`src/rtl/modexp_pkg.sv`:
```
// Shared types for the word-serial multiply/carry chain: FSM encoding, word width, result-buffer entry.
package modexp_pkg;

  localparam int WORD_W = 16;
  localparam int PROD_W = 36;

  typedef enum logic [2:0] {
    ST_IDLE,
    ST_PRIME,
    ST_RUN,
    ST_TAIL,
    ST_DRAIN
  } state_t;

  typedef struct packed {
    logic              last;
    logic [WORD_W-1:0] word;
  } res_ent_t;

  // Advance a pointer into the 3-entry buffer; a <= 2 and b <= 3 keep the sum below 6.
  function automatic logic [1:0] ptr_add(input logic [1:0] a, input logic [1:0] b);
    logic [2:0] s;
    s = {1'b0, a} + {1'b0, b};
    if (s >= 3'd3) s = s - 3'd3;
    return s[1:0];
  endfunction

endpackage

```
`src/rtl/res_fifo3.sv`:
```
// 3-entry result buffer accepting one or two pushes per cycle; output is a registered entry, zero-latency pop.
module res_fifo3
  import modexp_pkg::*;
(
  input  logic       i_clk,
  input  logic       i_rst_n,
  input  logic       i_push0,
  input  res_ent_t   i_dat0,
  input  logic       i_push1,
  input  res_ent_t   i_dat1,
  input  logic       i_pop,
  output res_ent_t   o_dat,
  output logic       o_vld,
  output logic [1:0] o_count
);

  res_ent_t   r_mem [3];
  logic [1:0] r_rd_ptr;
  logic [1:0] r_count;
  logic [1:0] w_wr0;
  logic [1:0] w_wr1;
  logic       w_pop;

  assign w_pop   = i_pop && (r_count != 2'd0);
  assign w_wr0   = ptr_add(r_rd_ptr, r_count);
  // i_push1 only ever accompanies i_push0, so it lands one slot behind it.
  assign w_wr1   = ptr_add(r_rd_ptr, r_count + 2'd1);
  assign o_dat   = r_mem[r_rd_ptr];
  assign o_vld   = (r_count != 2'd0);
  assign o_count = r_count;

  always_ff @(posedge i_clk) begin
    if (i_push0) r_mem[w_wr0] <= i_dat0;
    if (i_push1) r_mem[w_wr1] <= i_dat1;
  end

  always_ff @(posedge i_clk or negedge i_rst_n) begin
    if (!i_rst_n) begin
      r_rd_ptr <= '0;
      r_count  <= '0;
    end else begin
      if (w_pop) r_rd_ptr <= ptr_add(r_rd_ptr, 2'd1);
      r_count <= r_count + 2'(i_push0) + 2'(i_push1) - 2'(w_pop);
    end
  end

endmodule

```
`src/rtl/mult_carry_chain.sv`:
```
// Sequences an external mult16 over WORDS operand words, feeding each carry back through c and
// streaming result words (plus a final carry word) through a 3-entry buffer with valid/ready.
module mult_carry_chain
  import modexp_pkg::*;
#(
  parameter int WORDS = 64,
  parameter int IDXW  = 10
) (
  input  logic              i_clk,
  input  logic              i_rst_n,
  input  logic              i_start,
  output logic [IDXW-1:0]   o_word_idx,
  output logic              o_ce_out,
  output logic [PROD_W-1:0] o_c_out,
  input  logic [PROD_W-1:0] i_p,
  output logic [WORD_W-1:0] o_res_word,
  output logic              o_res_valid,
  input  logic              i_res_ready,
  output logic              o_res_last,
  output logic              o_busy,
  output logic              o_ovf
);

  localparam logic [IDXW-1:0] LAST_IDX = IDXW'(WORDS - 1);

  logic [1:0]      r_rst_sync;
  logic            w_rst_n;
  state_t          r_state;
  state_t          w_state_nxt;
  logic [IDXW-1:0] r_idx;
  logic [IDXW-1:0] w_idx_nxt;
  logic            r_ovf;
  logic            w_room;
  logic            w_ce;
  logic            w_push0;
  logic            w_push1;
  res_ent_t        w_dat0;
  res_ent_t        w_dat1;
  res_ent_t        w_head;
  logic            w_fifo_vld;
  logic [1:0]      w_fifo_count;

  // Reset asserts immediately, releases two clock edges later.
  always_ff @(posedge i_clk or negedge i_rst_n) begin
    if (!i_rst_n) r_rst_sync <= '0;
    else          r_rst_sync <= {r_rst_sync[0], 1'b1};
  end
  assign w_rst_n = r_rst_sync[1];

  // Only issue when a worst-case (TAIL) double push still fits.
  assign w_room = (w_fifo_count <= 2'd1);

  assign w_dat0.last = 1'b0;
  assign w_dat0.word = i_p[15:0];
  assign w_dat1.last = 1'b1;
  assign w_dat1.word = i_p[31:16];

  always_comb begin
    w_state_nxt = r_state;
    w_idx_nxt   = r_idx;
    w_ce        = 1'b0;
    w_push0     = 1'b0;
    w_push1     = 1'b0;
    o_c_out     = '0;
    case (r_state)
      ST_IDLE: begin
        w_idx_nxt = '0;
        if (i_start) w_state_nxt = ST_PRIME;
      end
      ST_PRIME: begin
        w_ce = w_room;
        if (w_room) begin
          w_state_nxt = ST_RUN;
          w_idx_nxt   = IDXW'(1);
        end
      end
      ST_RUN: begin
        w_ce    = w_room;
        w_push0 = w_room;
        o_c_out = {16'h0, i_p[35:16]};
        if (w_room) begin
          if (r_idx == LAST_IDX) w_state_nxt = ST_TAIL;
          else                   w_idx_nxt   = r_idx + IDXW'(1);
        end
      end
      ST_TAIL: begin
        w_ce    = w_room;
        w_push0 = w_room;
        w_push1 = w_room;
        if (w_room) w_state_nxt = ST_DRAIN;
      end
      ST_DRAIN: begin
        if (!w_fifo_vld) begin
          w_state_nxt = ST_IDLE;
          w_idx_nxt   = '0;
        end
      end
      default: w_state_nxt = ST_IDLE;
    endcase
  end

  always_ff @(posedge i_clk or negedge w_rst_n) begin
    if (!w_rst_n) begin
      r_state <= ST_IDLE;
      r_idx   <= '0;
      r_ovf   <= 1'b0;
    end else begin
      r_state <= w_state_nxt;
      r_idx   <= w_idx_nxt;
      if (r_state == ST_IDLE && i_start)                      r_ovf <= 1'b0;
      else if (r_state == ST_TAIL && w_ce && i_p[35:32] != 4'h0) r_ovf <= 1'b1;
    end
  end

  res_fifo3 u_res_fifo3 (
    .i_clk   (i_clk),
    .i_rst_n (w_rst_n),
    .i_push0 (w_push0),
    .i_dat0  (w_dat0),
    .i_push1 (w_push1),
    .i_dat1  (w_dat1),
    .i_pop   (i_res_ready),
    .o_dat   (w_head),
    .o_vld   (w_fifo_vld),
    .o_count (w_fifo_count)
  );

  assign o_word_idx  = r_idx;
  assign o_ce_out    = w_ce;
  assign o_res_word  = w_head.word;
  assign o_res_last  = w_head.last && w_fifo_vld;
  assign o_res_valid = w_fifo_vld;
  assign o_busy      = (r_state != ST_IDLE);
  assign o_ovf       = r_ovf;

endmodule

```
`config.mk`:
```
export PLATFORM = sky130hd
export DESIGN_NAME = mult_carry_chain
export DESIGN_NICKNAME = d
export VERILOG_FILES = /design/src/rtl/modexp_pkg.sv /design/src/rtl/res_fifo3.sv /design/src/rtl/mult_carry_chain.sv
export SDC_FILE = /design/constraint.sdc
export NUM_CORES = 1
export LEC_CHECK = 0
export ABC_AREA = 1
export CAP_MARGIN = 20
export CORE_ASPECT_RATIO = 2
export CORE_MARGIN = 1
export CORE_UTILIZATION = 40
export DETAILED_ROUTE_END_ITERATION = 16
export PLACE_DENSITY_LB_ADDON = 0.12
export SETUP_SLACK_MARGIN = 0.15
export SYNTH_ARGS = -nofsm -noshare
export SYNTH_HDL_FRONTEND = slang
export SYNTH_HIERARCHICAL = 1
export SYNTH_SLANG_ARGS = --single-unit
```
`constraint.sdc`:
```
create_clock -name i_clk -period 1.6 [get_ports i_clk]
set_input_delay 0.4 -clock i_clk [delete_from_list [all_inputs] [get_ports i_clk]]
set_output_delay 0.4 -clock i_clk [all_outputs]
set_load 0.01 [all_outputs]
```
==> flow_metrics.tcl <==
set metrics [dict create \
    nets 840 \
    cts_num_sinks 71 \
    die_area_um2 11790 \
    core_area_um2 10950 \
    grt_max_degree 35 \
    track_usage_pct 25.95 \
    grt_pass1_wl_um 23340 \
    avgSynthCellArea_um2 7.971 \
    cp-start-kind "flop" \
    fin_ws_ns -0.9980 \
    failed_checks "negative setup slack" \
    cts_tree "built" \
    clock-root-buffer "clkbuf_16" \
    synth_commonest_cells "nand2_1 (223), edfxtp_1 (51), inv_1 (46), nand4_1 (36)" \
    grt.overflow.total 0 \
    cp_slowest_cell "fa_2" \
    synth_area_leader_cell "edfxtp_1" \
    clock_latency_ns 0.34 \
    cts_hold_buffers 0 \
    post_drt_wl_per_cell_um 17.33 \
    worstHoldPathType "reg2async" \
    yosys_most_used_dff "edfxtp_1" \
    hpwl_um 9430 \
    leakage_nw 3.676 \
    cp.arrival_ns 2.67 \
    yosys_warnings 6 \
    core.rowCount 54 \
    yosysSeqAreaShare_pct 44.80 \
    irDropWorstVdd_mv 2.403 \
    antenna_found_initial 0 \
    rr_worst_depth 12 \
    ys_top_cells_by_area "edfxtp_1 (34%), nand2_1 (18%), dfrtp_1 (11%)" \
    outcome "complete, but fails checks" \
    stdcell_count 935 \
    crit_path_end_kind "flop" \
    period_share_pct 162.4 \
    worstPathRequired_ns 1.68 \
    die_y_um 152.6 \
    final.min_clock_period_ns 2.598 \
    cts.path.max_buffers 2 \
    hold_viol_final 0 \
    maxCapViolCount 0 \
    yosysTopAreaCellShare_pct 33.77 \
    cp_max_fo 9 \
    ant_nets 0 \
    timing.hold.ws_ns 0.2056 \
    diodes 0 \
    area_growth_pct 74.37 \
    htree_levels 3 \
    synth-seq-cells 71 \
    synth_edf_count 51 \
    path_cells "inv_2 -> ha_4 -> fa_2 -> ha_4 -> nor2_4 -> nand2_2 -> buf_4 -> nand2_2 -> nand2_4 -> nand3_4 -> buf_4 -> nand2_8" \
    crit_buf_inv 3 \
    die_x_um 77.30 \
    max_stage_delay_ns 0.46 \
    first_iter_violations 189 \
    wirelength_um 16210 \
    final_layout_size_suffix_gt1_share_pct 45.03 \
    cp_top_family "adder cells" \
    num-fill-cells 813 \
    dr.pass1.iters 4 \
    drc 0 \
    vias 4852 \
    gp_congestion 0.8553 \
    ios 107 \
    placed_area_um2 6123 \
    netlist_area_um2 4536 \
    fin_tns_setup_ns -114.57 \
    fmax_mhz 384.9 \
    synthArstFlopShare_pct 28.17 \
    initial_core_util_pct 41.44 \
    vias_per_cell 5.189 \
    yosysUniqueCellTypes 37 \
    critical_path_depth 12 \
    portBuffers 90 \
    cts_made_buffers 9 \
    synth.most_common_cell "nand2_1" \
    dp.cells 852 \
    syn_inst 569 \
    drv_slew 0 \
    setup_violations 156 \
    finalClockSkew_ns 0.008282 \
    clk_pin_slew_ns 0.07 \
    crit_type "reg2reg" \
    fin_area_um2 7909 \
    grt_pass1_vias 4814 \
    rsz0062_at_grt "true" \
    power_density_nw_per_um2 2612 \
]
-- timing repair --
item / CTS / global route
hold endpoints to repair: 0 / 0
buffers inserted: 38 / 22
endpoints found under the setup margin: 167 / 156
cloned: 6 / 1
gates resized for setup: 239 / 204
pin swaps: 19 / 48
-- area by class of cell --
cell class | instances | area [um^2] | share of cell area [%]
tap | 140 | 175.2 | 2.215
inverter | 55 | 244.0 | 3.085
multi-input combinational | 432 | 2913 | 36.83
clock inverter | 5 | 42.54 | 0.5379
sequential | 71 | 2036 | 25.74
timing repair buffer | 221 | 2223 | 28.11
clock buffer | 11 | 275.3 | 3.480
-- state kept, by name (all words and copies together), names as in the netlist --
register and count:
o_ovf 1, o_word_idx 10, r_rst_sync 2, r_state 3, u_res_fifo3/o_count 2, u_res_fifo3/r_mem 51
u_res_fifo3/r_rd_ptr 2
-- cell families after synthesis --
logic type	count (synthesis)	share of synthesized area (%)
other cells	2	0.1656
compound gates	30	3.724
fa+ha+maj	10	3.255
simple gates	361	37.63
flops	71	44.80
buf+inv	92	9.849
xor+xnor	3	0.5794
-- layout by cell type, fill, tap and decap left out, drive strengths merged --
| master | synthesis | final |
|---|---|---|
| nand2 | 230 | 234 |
| buf | 30 | 170 |
| inv | 53 | 56 |
| edfxtp | 51 | 51 |
| nor2 | 45 | 45 |
| nand3 | 44 | 45 |
| clkdlybuf4s50 | 0 | 39 |
| nand4 | 36 | 36 |
| o21ai | 28 | 28 |
| conb | 2 | 23 |
| dfrtp | 20 | 20 |
| clkbuf | 7 | 12 |
| dlygate4sd2 | 0 | 10 |
| ha | 7 | 7 |
| clkinv | 2 | 3 |
| fa | 3 | 3 |
| nor3 | 2 | 2 |
| nand3b | 2 | 2 |
| xnor2 | 2 | 2 |
| a21oi | 2 | 2 |
| or2 | 1 | 1 |
| and2 | 1 | 1 |
| clkinvlp | 0 | 1 |
| clkdlybuf4s15 | 0 | 1 |
| xor2 | 1 | 1 |
-- worst paths after layout --
check / endpoint / slack (ns) / start
worst min register to register: o_word_idx[1] / 0.21 / r_rst_sync[1]
worst min-delay path: o_word_idx[1] / 0.21 / r_rst_sync[1]
max in group asynchronous: u_res_fifo3/o_count[1] / 1.15 / r_rst_sync[1]
worst max-delay path: u_res_fifo3/r_mem[0][14] / -1.0 / u_res_fifo3/o_count[0]
min in group i_clk: r_rst_sync[1] / 0.35 / r_rst_sync[0]
worst max register to register: u_res_fifo3/r_mem[0][14] / -1.0 / u_res_fifo3/o_count[0]
-- metrics by stage --
| step | setup slack (ns) | utilization (%) | total power, mW |
|---|---|---|---|
| detailed placement | -0.9870 | 55.94 | 13.77 |
| floorplan | -0.9819 | - | 9.444 |
| CTS | -0.9344 | 64.57 | 17.99 |
| finish | -0.9980 | 72.26 | 20.66 |
| global route | -1.066 | 72.26 | 21.64 |
| global placement | -0.9034 | 55.94 | 13.54 |
-- report_power, final --
group	internal (mW)	switching, mW	total (mW)
sequential	2.85	0.305	3.16
combinational	6.54	8.82	15.4
clock	1.26	0.881	2.14
total	10.7	10.0	20.7
-- layer usage --
| metal | share of wire, % | GRT usage (%) | vias to the layer above | routed length (um) |
|---|---|---|---|---|
| li1 | - | - | 2280 | - |
| met1 | 31 | 24.09 | 2300 | 5098 |
| met2 | 58 | 51.83 | 207 | 9472 |
| met3 | 4.5 | 3.234 | 65 | 729 |
| met4 | 5.6 | 14.56 | 0 | 908 |
| met5 | 0 | 0 | - | 0 |
Power figures use the tool's default switching activity.
